## config.mk

```make
export PLATFORM = sky130hd
export DESIGN_NAME = pc_sequencer
export DESIGN_NICKNAME = d
export VERILOG_FILES = /design/src/rtl/pc_sequencer.sv
export SDC_FILE = /design/constraint.sdc
export NUM_CORES = 1
export LEC_CHECK = 0
export CAP_MARGIN = 0
export CORE_AREA = 2 2 94 96
export DETAILED_ROUTE_END_ITERATION = 6
export DIE_AREA = 0 0 96 98
export GPL_TIMING_DRIVEN = 0
export SLEW_MARGIN = 20
export SYNTH_ARGS = -nofsm -noshare
export SYNTH_HDL_FRONTEND = slang
export SYNTH_SLANG_ARGS = --single-unit
export TNS_END_PERCENT = 5
```

## constraint.sdc

```tcl
create_clock -name i_clk -period 2.75 [get_ports i_clk]
set_input_delay 0.55 -clock i_clk [delete_from_list [all_inputs] [get_ports i_clk]]
set_output_delay 0.55 -clock i_clk [all_outputs]
set_load 0.02 [all_outputs]
```

## src/rtl/pc_sequencer.sv

```systemverilog
// Run/halt/step controller for the program counter: issues the one-cycle fetch
// increment pulse from a programmable prescaler and stops on an address breakpoint.
module pc_sequencer #(
  parameter int ADDR_WIDTH = 8,
  parameter int DIV_WIDTH  = 32
) (
  input  logic                  i_clk,
  input  logic                  i_rst_n,
  input  logic                  i_run,
  input  logic                  i_halt,
  input  logic                  i_step,
  input  logic [DIV_WIDTH-1:0]  i_divisor,
  input  logic                  i_bp_enable,
  input  logic [ADDR_WIDTH-1:0] i_bp_addr,
  output logic                  o_inc,
  output logic [ADDR_WIDTH-1:0] o_addr,
  output logic [1:0]            o_state,
  output logic                  o_break
);

  typedef enum logic [1:0] {
    ST_HALT  = 2'd0,
    ST_RUN   = 2'd1,
    ST_STEP  = 2'd2,
    ST_BREAK = 2'd3
  } state_e;

  localparam logic [ADDR_WIDTH-1:0] ADDR_ONE = {{(ADDR_WIDTH-1){1'b0}}, 1'b1};
  localparam logic [DIV_WIDTH-1:0]  DIV_ONE  = {{(DIV_WIDTH-1){1'b0}}, 1'b1};

  state_e                state_q, state_d;
  logic                  run_prev_q, run_prev_d;
  logic                  step_prev_q, step_prev_d;
  logic                  run_edge_q, run_edge_d;
  logic                  step_edge_q, step_edge_d;
  logic [DIV_WIDTH-1:0]  presc_q, presc_d;
  logic                  inc_q, inc_d;
  logic [ADDR_WIDTH-1:0] addr_q, addr_d;
  logic                  break_q, break_d;
  logic                  fire_s;
  logic                  bp_hit_s;

  // Edge history, address tracking and breakpoint compare
  always_comb begin
    run_prev_d  = i_run;
    step_prev_d = i_step;
    run_edge_d  = i_run & ~run_prev_q;
    step_edge_d = i_step & ~step_prev_q;
    addr_d      = inc_q ? (addr_q + ADDR_ONE) : addr_q;
    fire_s      = (presc_q >= i_divisor);
    // addr_d is the address seen while the new pulse is high; the pulse fetches addr_d+1
    bp_hit_s    = i_bp_enable && ((addr_d + ADDR_ONE) == i_bp_addr);
  end

  // Next-state and registered-output logic
  always_comb begin
    state_d = state_q;
    presc_d = '0;
    inc_d   = 1'b0;
    case (state_q)
      ST_HALT: begin
        if (i_halt) begin
          state_d = ST_HALT;
        end else if (run_edge_q) begin
          state_d = ST_RUN;
        end else if (step_edge_q) begin
          state_d = ST_STEP;
          inc_d   = 1'b1;
        end else begin
          state_d = ST_HALT;
        end
      end
      ST_RUN: begin
        if (i_halt) begin
          state_d = ST_HALT;
        end else if (fire_s) begin
          inc_d   = 1'b1;
          state_d = bp_hit_s ? ST_BREAK : ST_RUN;
        end else begin
          presc_d = presc_q + DIV_ONE;
          state_d = ST_RUN;
        end
      end
      ST_STEP: begin
        state_d = ST_HALT;
      end
      ST_BREAK: begin
        if (i_halt) begin
          state_d = ST_HALT;
        end else if (run_edge_q) begin
          state_d = ST_RUN;
        end else if (step_edge_q) begin
          state_d = ST_STEP;
          inc_d   = 1'b1;
        end else begin
          state_d = ST_BREAK;
        end
      end
      default: begin
        state_d = ST_HALT;
      end
    endcase
    break_d = (state_d == ST_BREAK);
  end

  // State and output registers
  always_ff @(posedge i_clk or negedge i_rst_n) begin
    if (!i_rst_n) begin
      state_q     <= ST_HALT;
      run_prev_q  <= 1'b0;
      step_prev_q <= 1'b0;
      run_edge_q  <= 1'b0;
      step_edge_q <= 1'b0;
      presc_q     <= '0;
      inc_q       <= 1'b0;
      addr_q      <= '0;
      break_q     <= 1'b0;
    end else begin
      state_q     <= state_d;
      run_prev_q  <= run_prev_d;
      step_prev_q <= step_prev_d;
      run_edge_q  <= run_edge_d;
      step_edge_q <= step_edge_d;
      presc_q     <= presc_d;
      inc_q       <= inc_d;
      addr_q      <= addr_d;
      break_q     <= break_d;
    end
  end

  assign o_inc   = inc_q;
  assign o_addr  = addr_q;
  assign o_state = state_q;
  assign o_break = break_q;

endmodule

```

==> flow_metrics.env, run 1 <==
export IMPL_status="finished clean"
export IMPL_syn_avg_cell_area_um2=9.34
export IMPL_place_area_um2=4000
export IMPL_synthToLayoutAreaGrowth_pct=36.1
export IMPL_drive_above_1_share_pct=15.3
export IMPL_num_vias=2659
export IMPL_slew_violations=0
export IMPL_dp_hpwl_um=5260
export IMPL_tightest_slew_ns=0.598
export IMPL_netlist_instances=351
export IMPL_io_buffers=57
export IMPL_antenna_found_initial=0
export IMPL_synth_yosys_seq_area_share_pct=36.7
export IMPL_synthesis_nets=436
export IMPL_synth_area_leaders="dfrtp_1 37%, ha_1 15%, xor2_1 6.4%"
export IMPL_rows=34
export IMPL_cts_root_buf="clkbuf_8"
export IMPL_setup_viol=0
export IMPL_antenna_cells=0
export IMPL_relSlewSlack_pct=59.8
export IMPL_drv_cap=0
export IMPL_grt_pass1_wl_um=11400
export IMPL_dr_pass1_iters=4
export IMPL_cts_buffers=5
export IMPL_peakVddDrop_mv=0.232
export IMPL_slowest_stage="clkdlybuf4s50_1"
export IMPL_ys_async_sr_fraction_pct=100
export IMPL_path_buf_inv=3
export IMPL_gp_congestion=0.783
export IMPL_synth_edff_count=0
export IMPL_crit_arrival_ns=2.81
export IMPL_ys_seq_elements=48
export IMPL_cp_start_kind="primary input"
export IMPL_viasPerCell=4.99
export IMPL_end_kind="flip-flop"
export IMPL_cts_tree="done"
export IMPL_cp_cell_sequence="clkdlybuf4s50_1 -> inv_1 -> ha_1 -> a21oi_1 -> o21ai_1 -> a2111o_1 -> a21oi_2 -> o21ai_2 -> nand2b_4 -> clkbuf_16 -> nor2_2"
export IMPL_worstSetupPathType="in -> reg"
export IMPL_drt_iter0_markers=73
export IMPL_max_clock_freq_ghz=0.390
export IMPL_power_density_nw_per_um2=409
export IMPL_h_tree_depth=2
export IMPL_first_global_vias=2603
export IMPL_dieHeight_um=98
export IMPL_yosys_warnings=0
export IMPL_timing_hold_ws_ns=0.215
export IMPL_initial_core_util_pct=38.7
export IMPL_post_place_cells=517
export IMPL_skew_ns=0.00849
export IMPL_drc_errors=0
export IMPL_cts_path_max_buffers=2
export IMPL_fin_crit_sh_pct=93.4
export IMPL_fin_crit_ns=2.57
export IMPL_fin_area_um2=4460
export IMPL_die_area_um2=9410
export IMPL_synth_cell_types=50
export IMPL_synth_area_um2=3280
export IMPL_required_ns=2.99
export IMPL_core_area_um2=8470
export IMPL_hold_violations=0
export IMPL_grt_max_degree=28
export IMPL_synth_largest_area_cell="dfrtp_1"
export IMPL_critPathMaxFanout=8
export IMPL_ios=58
export IMPL_p_leak_nw=2.10
export IMPL_synthFlopType="dfrtp_1"
export IMPL_setup_tns_ns=0
export IMPL_hp_class="in -> async"
export IMPL_grt_usage_pct=15.0
export IMPL_totalWireLength_um=6900
export IMPL_instances_no_fill=533
export IMPL_final_nets=509
export IMPL_clk_pin_slew_ns=0.09
export IMPL_ctsHoldBuffers=0
export IMPL_overflow=0
export IMPL_path_delay_family="compound AO/OA/AOI/OAI gates"
export IMPL_cts_sinks=48
export IMPL_ant_nets=0
export IMPL_clkLatencyLatePin_ns=0.30
export IMPL_slowest_delay_ns=0.46
export IMPL_die_w_um=96
export IMPL_yosysTopAreaCellShare_pct=36.7
export IMPL_wire_per_inst_um=12.9
export IMPL_rsz0062_at_grt="no"
-- layout make-up --
class | instances | area, um^2
fill | 779 | 4010
multi-input combinational | 254 | 2060
sequential | 48 | 1200
timing repair buffer | 66 | 718
inverter | 45 | 169
tap | 108 | 135
clock buffer | 6 | 82.6
buffer | 4 | 50.0
clock inverter | 2 | 38.8
-- cell families (layout without fill, tap and decap cells) --
| group | after synthesis | after routing | synth area share, % |
|---|---|---|---|
| muxes | 1 | 1 | 0.305 |
| buffers and inverters | 49 | 123 | 5.65 |
| AOI/OAI and AO/OA | 40 | 40 | 8.67 |
| xor gates and xnor gates | 46 | 46 | 13.8 |
| and+or+nand+nor | 128 | 128 | 20.0 |
| adders and majority gates | 39 | 39 | 14.9 |
| DFF | 48 | 48 | 36.7 |
-- metrics by stage --
stage | total power [mW] | setup WS [ns] | util [%]
2_1_floorplan | 1.05 | 0.287 | -
3_3_place_gp | 1.23 | -0.823 | 47.0
3_5_place_dp | 1.24 | -0.885 | 47.2
4_1_cts | 1.79 | 0.0180 | 49.5
5_1_grt | 1.92 | 0.0152 | 52.7
6_report | 1.82 | 0.183 | 52.7
-- synth_stat cells, types with 2 or more instances --
master      n
dfrtp_1    48
a21boi_1    2
and3_1      6
inv_1      45
or3_1       3
nand3_1    16
nand2b_1    2
o21a_1      3
a21oi_1    14
xor2_1     24
nor2b_1     3
nand2_1    18
clkbuf_1    3
xnor2_1    18
a21o_1      3
nor4b_1     2
nor3_1      3
ha_1       39
nand4_1    14
nor2_1     47
xnor3_1     2
and4_1      3
o21ai_0     3
o21ai_1     3
a2111oi_0   2
-- flip-flops by register name, summed over array words and instances (netlist names) --
signal       flops
presc_q         32
o_addr           8
o_state          2
o_break          1
o_inc            1
run_edge_q       1
run_prev_q       1
step_edge_q      1
step_prev_q      1
-- power breakdown --
part | internal (mW) | total, mW | switching (mW)
registers | 0.739 | 0.793 | 0.0548
clock network | 0.298 | 0.544 | 0.247
logic | 0.256 | 0.484 | 0.228
total | 1.29 | 1.82 | 0.529
-- placed cells by master, fill, tap and decap left out, types with 2 or more instances in the layout --
master and count:
buf_8 3, xor2_1 24, ha_4 5, o21ai_1 4, nor2_4 3, nand4_1 14
dfrtp_1 47, nor3_1 3, inv_1 40, nor2_2 10, clkdlybuf4s50_1 48, or3_1 3
and4_1 3, xnor3_1 2, nand2_1 17, nor2b_1 3, clkbuf_8 6, a21oi_1 10
a21o_1 3, a21boi_1 2, dlymetal6s2s_1 8, nand3_1 16, a21oi_2 4, buf_4 5
buf_2 2, and3_1 6, o21a_1 3, clkbuf_16 3, xnor2_1 18, inv_2 5
nor2_1 34, ha_1 33
-- worst paths after layout --
path,start,to,slack [ns],cells after the start
max,i_divisor[13],presc_q[18]$_DFF_PN0_,0.18,11
min,i_rst_n,o_addr[4]$_DFF_PN0_,0.21,1
max reg2reg,o_addr[0]$_DFF_PN0_,o_break$_DFF_PN0_,0.20,10
min reg2reg,step_prev_q$_DFF_PN0_,step_edge_q$_DFF_PN0_,0.39,1
max in group asynchronous,i_rst_n,o_addr[0]$_DFF_PN0_,2.00,2
min in group i_clk,step_prev_q$_DFF_PN0_,step_edge_q$_DFF_PN0_,0.39,1
-- timing repair --
item,CTS,global route
resized for setup,15,50
cloned,0,3
endpoints found under the setup margin,35,32
setup buffers,1,4
pin swaps,2,12
-- layer usage --
layer	routed length, um	up-vias	global-route usage (%)
met2	3330	36	25.4
li1	-	1349	-
met1	3250	1268	19.9
met4	52	0	2.97
met5	0	-	0
met3	266	6	2.78
(Power assumes the default switching activity.)
==> inputs of run 2 (changes only) <==
CORE_AREA = 2 2 82 84   (was 2 2 94 96)
DIE_AREA = 0 0 84 86   (was 0 0 96 98)
PLACE_DENSITY = 0.79   (was unset)
==> flow_metrics.env, run 2 (same netlist as run 1, synthesis figures left out) <==
export IMPL_dp_hpwl_um=5130
export IMPL_initial_core_util_pct=52.2
export IMPL_power_density_nw_per_um2=422
export IMPL_layout_common_cells="56 x clkdlybuf4s50_1, 47 x dfrtp_1, 45 x inv_1, 43 x nor2_1, 35 x ha_1"
export IMPL_grt_usage_pct=19.3
export IMPL_cts_tree="done"
export IMPL_grt_max_degree=30
export IMPL_drc_errors=0
export IMPL_wire_per_inst_um=13.2
export IMPL_viasPerCell=5.22
export IMPL_totalWireLength_um=6590
export IMPL_cp_cell_sequence="clkdlybuf4s50_1 -> inv_1 -> ha_1 -> and4_4 -> a221o_1 -> a2111oi_4 -> o21ai_2 -> nand2b_4 -> buf_6 -> nor2_1"
export IMPL_clkLatencyLatePin_ns=0.31
export IMPL_antenna_cells=0
export IMPL_postLayoutCoreUtil_pct=67.6
export IMPL_peakVddDrop_mv=0.275
export IMPL_rsz0062_at_grt="no"
export IMPL_p_leak_nw=1.98
export IMPL_ant_nets=0
export IMPL_fin_area_um2=4240
export IMPL_dieHeight_um=86
export IMPL_largest_reg_flops=32
export IMPL_num_vias=2600
export IMPL_setup_viol=0
export IMPL_tightest_slew_ns=0.580
export IMPL_post_place_cells=486
export IMPL_drive_above_1_share_pct=10.2
export IMPL_overflow=0
export IMPL_rows=29
export IMPL_instances_no_fill=498
export IMPL_fin_crit_sh_pct=97.9
export IMPL_mostFrequentLayoutCell="clkdlybuf4s50_1"
export IMPL_antenna_found_initial=0
export IMPL_end_kind="flip-flop"
export IMPL_die_area_um2=7220
export IMPL_cts_sinks=48
export IMPL_first_global_vias=2676
export IMPL_drv_cap=0
export IMPL_required_ns=2.99
export IMPL_slowest_stage="clkdlybuf4s50_1"
export IMPL_max_clock_freq_ghz=0.372
export IMPL_skew_ns=0.00540
export IMPL_path_buf_inv=3
export IMPL_final_nets=505
export IMPL_io_buffers=57
export IMPL_place_area_um2=3960
export IMPL_hp_class="in -> async"
export IMPL_h_tree_depth=2
export IMPL_critPathMaxFanout=10
export IMPL_fin_crit_ns=2.69
export IMPL_cts_path_max_buffers=2
export IMPL_grt_pass1_wl_um=11500
export IMPL_worstSetupPathType="in -> reg"
export IMPL_core_area_um2=6280
export IMPL_dr_pass1_iters=4
export IMPL_clk_pin_slew_ns=0.09
export IMPL_ctsHoldBuffers=0
export IMPL_crit_arrival_ns=2.93
export IMPL_synthToLayoutAreaGrowth_pct=29.5
export IMPL_gp_congestion=0.798
export IMPL_path_delay_family="compound AO/OA/AOI/OAI gates"
export IMPL_slowest_delay_ns=0.48
export IMPL_max_flop_register="presc_q"
export IMPL_hold_violations=0
export IMPL_relSlewSlack_pct=61.0
export IMPL_die_w_um=84
export IMPL_cts_buffers=5
export IMPL_cts_root_buf="clkbuf_8"
export IMPL_ios=58
export IMPL_cp_start_kind="primary input"
export IMPL_drt_iter0_markers=102
export IMPL_slew_violations=0
export IMPL_status="finished clean"
[run 2: layout make-up]
| class | instances | area, um^2 |
|---|---|---|
| fillers | 514 | 2030 |
| multi-input cells | 254 | 2000 |
| flip-flops and latches | 48 | 1200 |
| repair buffers | 62 | 616 |
| inverters | 45 | 169 |
| well taps | 77 | 96.3 |
| clock buffers | 5 | 68.8 |
| clock inverters | 3 | 46.3 |
| plain buffers | 4 | 42.5 |
[run 2: per-layer routing]
metal  vias up  routed length, um  share of wire [%]  track usage (%)
met3         6                217                3.3             2.60
met1      1217               3070                 47             25.2
met5         -                  0                  0                0
li1       1337                  -                  -                -
met4         0                 57               0.86             4.84
met2        40               3250                 49             34.3
[run 2: where the power goes]
group          leakage (nW)  switching [mW]  internal [mW]
sequential            0.657          0.0557          0.739
combinational          1.27           0.220          0.244
clock                0.0548           0.256          0.274
[run 2: path summary, 6_finish.rpt]
path | cells after the start | startpoint | endpoint | slack, ns
setup / recovery | 10 | i_divisor[23] | presc_q[21]$_DFF_PN0_ | 0.06
max in group asynchronous | 2 | i_rst_n | presc_q[26]$_DFF_PN0_ | 2.06
hold reg to reg | 1 | step_prev_q$_DFF_PN0_ | step_edge_q$_DFF_PN0_ | 0.40
hold / removal | 1 | i_rst_n | o_addr[2]$_DFF_PN0_ | 0.18
min in group i_clk | 1 | step_prev_q$_DFF_PN0_ | step_edge_q$_DFF_PN0_ | 0.40
setup reg to reg | 10 | o_addr[0]$_DFF_PN0_ | o_break$_DFF_PN0_ | 0.21
[run 2: stage by stage]
| stage | hold WS, ns | power (mW) | setup WS (ns) | TNS (ns) |
|---|---|---|---|---|
| floorplan | 0.254 | 1.05 | 0.287 | 0 |
| global placement | 0.383 | 1.22 | -0.702 | -34.14 |
| detailed placement | 0.389 | 1.24 | -0.764 | -22.80 |
| CTS | 0.203 | 1.76 | -0.00699 | -0.0187 |
| global route | 0.223 | 1.88 | 0.00494 | 0 |
| finish | 0.183 | 1.79 | 0.0582 | 0 |
[run 2: repair_timing]
item,4_1_cts,5_1_grt
gates resized for setup,13,21
pin swaps,2,2
buffers inserted,2,2
setup endpoints to repair,32,33
==> inputs of run 3 (changes only) <==
TNS_END_PERCENT = unset   (was 5)
==> flow_metrics.env, run 3 (same netlist as run 1, synthesis figures left out) <==
export IMPL_status="finished clean"
export IMPL_wire_per_inst_um=13.9
export IMPL_switching_share_pct=29.7
export IMPL_met3_usage_pct=2.60
export IMPL_max_flop_register="presc_q"
export IMPL_cts_sinks=48
export IMPL_p_seq_share_pct=44.0
export IMPL_tightest_slew_ns=0.558
export IMPL_dr_pass1_iters=4
export IMPL_core_area_um2=6280
export IMPL_use_met1_pct=25.4
export IMPL_fin_crit_sh_pct=99.8
export IMPL_drive_above_1_share_pct=13.4
export IMPL_rows=29
export IMPL_viasPerCell=5.31
export IMPL_multi_input_area_um2=2050
export IMPL_ant_nets=0
export IMPL_power_density_nw_per_um2=412
export IMPL_peakVddDrop_mv=0.273
export IMPL_initial_core_util_pct=52.2
export IMPL_dieHeight_um=86
export IMPL_instances_no_fill=501
export IMPL_gp_congestion=0.798
export IMPL_power_internal_mw=1.27
export IMPL_grt_usage_pct=19.5
export IMPL_setup_viol=0
export IMPL_overflow=0
export IMPL_path_buf_inv=3
export IMPL_hp_class="in -> async"
export IMPL_ff_latch_area_um2=1200
export IMPL_largest_reg_flops=32
export IMPL_antenna_found_initial=0
export IMPL_fillers=496
export IMPL_relSlewSlack_pct=62.5
export IMPL_postLayoutCoreUtil_pct=69.8
export IMPL_max_clock_freq_ghz=0.364
export IMPL_path_delay_family="compound AO/OA/AOI/OAI gates"
export IMPL_num_vias=2660
export IMPL_ctsHoldBuffers=0
export IMPL_p_leak_nw=2.04
export IMPL_final_nets=508
export IMPL_cp_start_kind="primary input"
export IMPL_first_global_vias=2674
export IMPL_end_kind="flip-flop"
export IMPL_cts_buffers=5
export IMPL_grt_busiest_layer="met2"
export IMPL_antenna_cells=0
export IMPL_timing_hold_ws_ns=0.186
export IMPL_die_area_um2=7220
export IMPL_drv_cap=0
export IMPL_dpl_worst_slack_ns=-0.764
export IMPL_skew_ns=0.00396
export IMPL_die_w_um=84
export IMPL_p_switching_mw=0.535
export IMPL_totalWireLength_um=6980
export IMPL_fin_crit_ns=2.75
export IMPL_pwr_share_comb_pct=26.7
export IMPL_hold_violations=0
export IMPL_met2_usage_pct=34.6
export IMPL_layout_common_cells="54 x clkdlybuf4s50_1, 47 x dfrtp_1, 42 x inv_1, 40 x nor2_1, 33 x ha_1"
export IMPL_drc_errors=0
export IMPL_dp_hpwl_um=5130
export IMPL_io_buffers=57
export IMPL_clk_pin_slew_ns=0.09
export IMPL_clkLatencyLatePin_ns=0.30
export IMPL_slew_violations=0
export IMPL_critPathMaxFanout=8
export IMPL_required_ns=2.99
export IMPL_grt_max_degree=30
export IMPL_grt_pass1_wl_um=11600
export IMPL_ios=58
export IMPL_clkPwrFrac_pct=29.2
export IMPL_h_tree_depth=2
export IMPL_drt_iter0_markers=125
export IMPL_setup_slack_ns=0.00454
export IMPL_slowest_delay_ns=0.45
export IMPL_cts_path_max_buffers=2
export IMPL_setup_tns_ns=0
export IMPL_cp_cell_sequence="clkdlybuf4s50_1 -> inv_1 -> ha_1 -> and4_4 -> a221o_1 -> a2111oi_4 -> o21ai_2 -> nand2b_4 -> clkbuf_16 -> nor2_2"
export IMPL_mostFrequentLayoutCell="clkdlybuf4s50_1"
export IMPL_slowest_stage="clkdlybuf4s50_1"
export IMPL_cts_tree="done"
export IMPL_synthToLayoutAreaGrowth_pct=33.7
export IMPL_worstSetupPathType="in -> reg"
export IMPL_crit_arrival_ns=2.98
export IMPL_post_place_cells=486
export IMPL_cts_root_buf="clkbuf_8"
## run 3: power by group through the flow
| stage | clock [mW] | combinational [mW] | sequential, mW |
|---|---|---|---|
| after floorplan | 0 | 0.213 | 0.833 |
| after global placement | 0 | 0.413 | 0.807 |
| after detailed placement | 0 | 0.429 | 0.809 |
| after CTS | 0.535 | 0.437 | 0.794 |
| after global routing | 0.563 | 0.537 | 0.800 |
| final | 0.528 | 0.482 | 0.794 |
## run 3: what timing repair did
action                                  CTS  global route
gates resized for setup                  15            34
gates cloned                              0             3
setup buffers                             2             2
endpoints found under the setup margin   32            33
pin swaps                                 3             7
## run 3: final cells by class
class / count / area share, %
Timing Repair Buffer: 65 / 15.9
Clock inverter: 3 / 1.06
Inverter: 45 / 3.86
Tap cell: 77 / 2.20
Buffer: 4 / 1.14
Sequential cell: 48 / 27.4
Clock buffer: 5 / 1.57
Multi-Input combinational cell: 254 / 46.8
## run 3: per-stage QoR
step | instance area [um^2] | power, mW
2_1_floorplan | 3280 | 1.05
3_3_place_gp | 3940 | 1.22
3_5_place_dp | 3960 | 1.24
4_1_cts | 4150 | 1.77
5_1_grt | 4380 | 1.90
6_report | 4380 | 1.80
## run 3: worst reg2reg max path, delay by kind of cell, from the launching register on
kind            cells  cell delay, ns
xor+xnor            1            0.15
fa+ha+maj           2            0.62
flops               1            0.47
simple gates        4            0.75
compound gates      3            0.48
## run 3: final timing paths
kind / start / end / slack (ns) / depth (start not counted)
worst max-delay path: i_divisor[20] / presc_q[3]$_DFF_PN0_ / 0.005 / 10
worst min-delay path: i_rst_n / o_addr[2]$_DFF_PN0_ / 0.19 / 1
worst max register to register: o_addr[0]$_DFF_PN0_ / o_break$_DFF_PN0_ / 0.22 / 10
worst min register to register: step_prev_q$_DFF_PN0_ / step_edge_q$_DFF_PN0_ / 0.40 / 1
max in group asynchronous: i_rst_n / presc_q[26]$_DFF_PN0_ / 2.06 / 2
min in group i_clk: step_prev_q$_DFF_PN0_ / step_edge_q$_DFF_PN0_ / 0.40 / 1
## run 3: per-layer routing
layer / part of all wire, % / vias to the layer above / wire [um]
li1: - / 1341 / -
met5: 0 / - / 0
met2: 49 / 53 / 3440
met1: 45 / 1258 / 3150
met4: 1.0 / 0 / 73
met3: 4.5 / 8 / 315
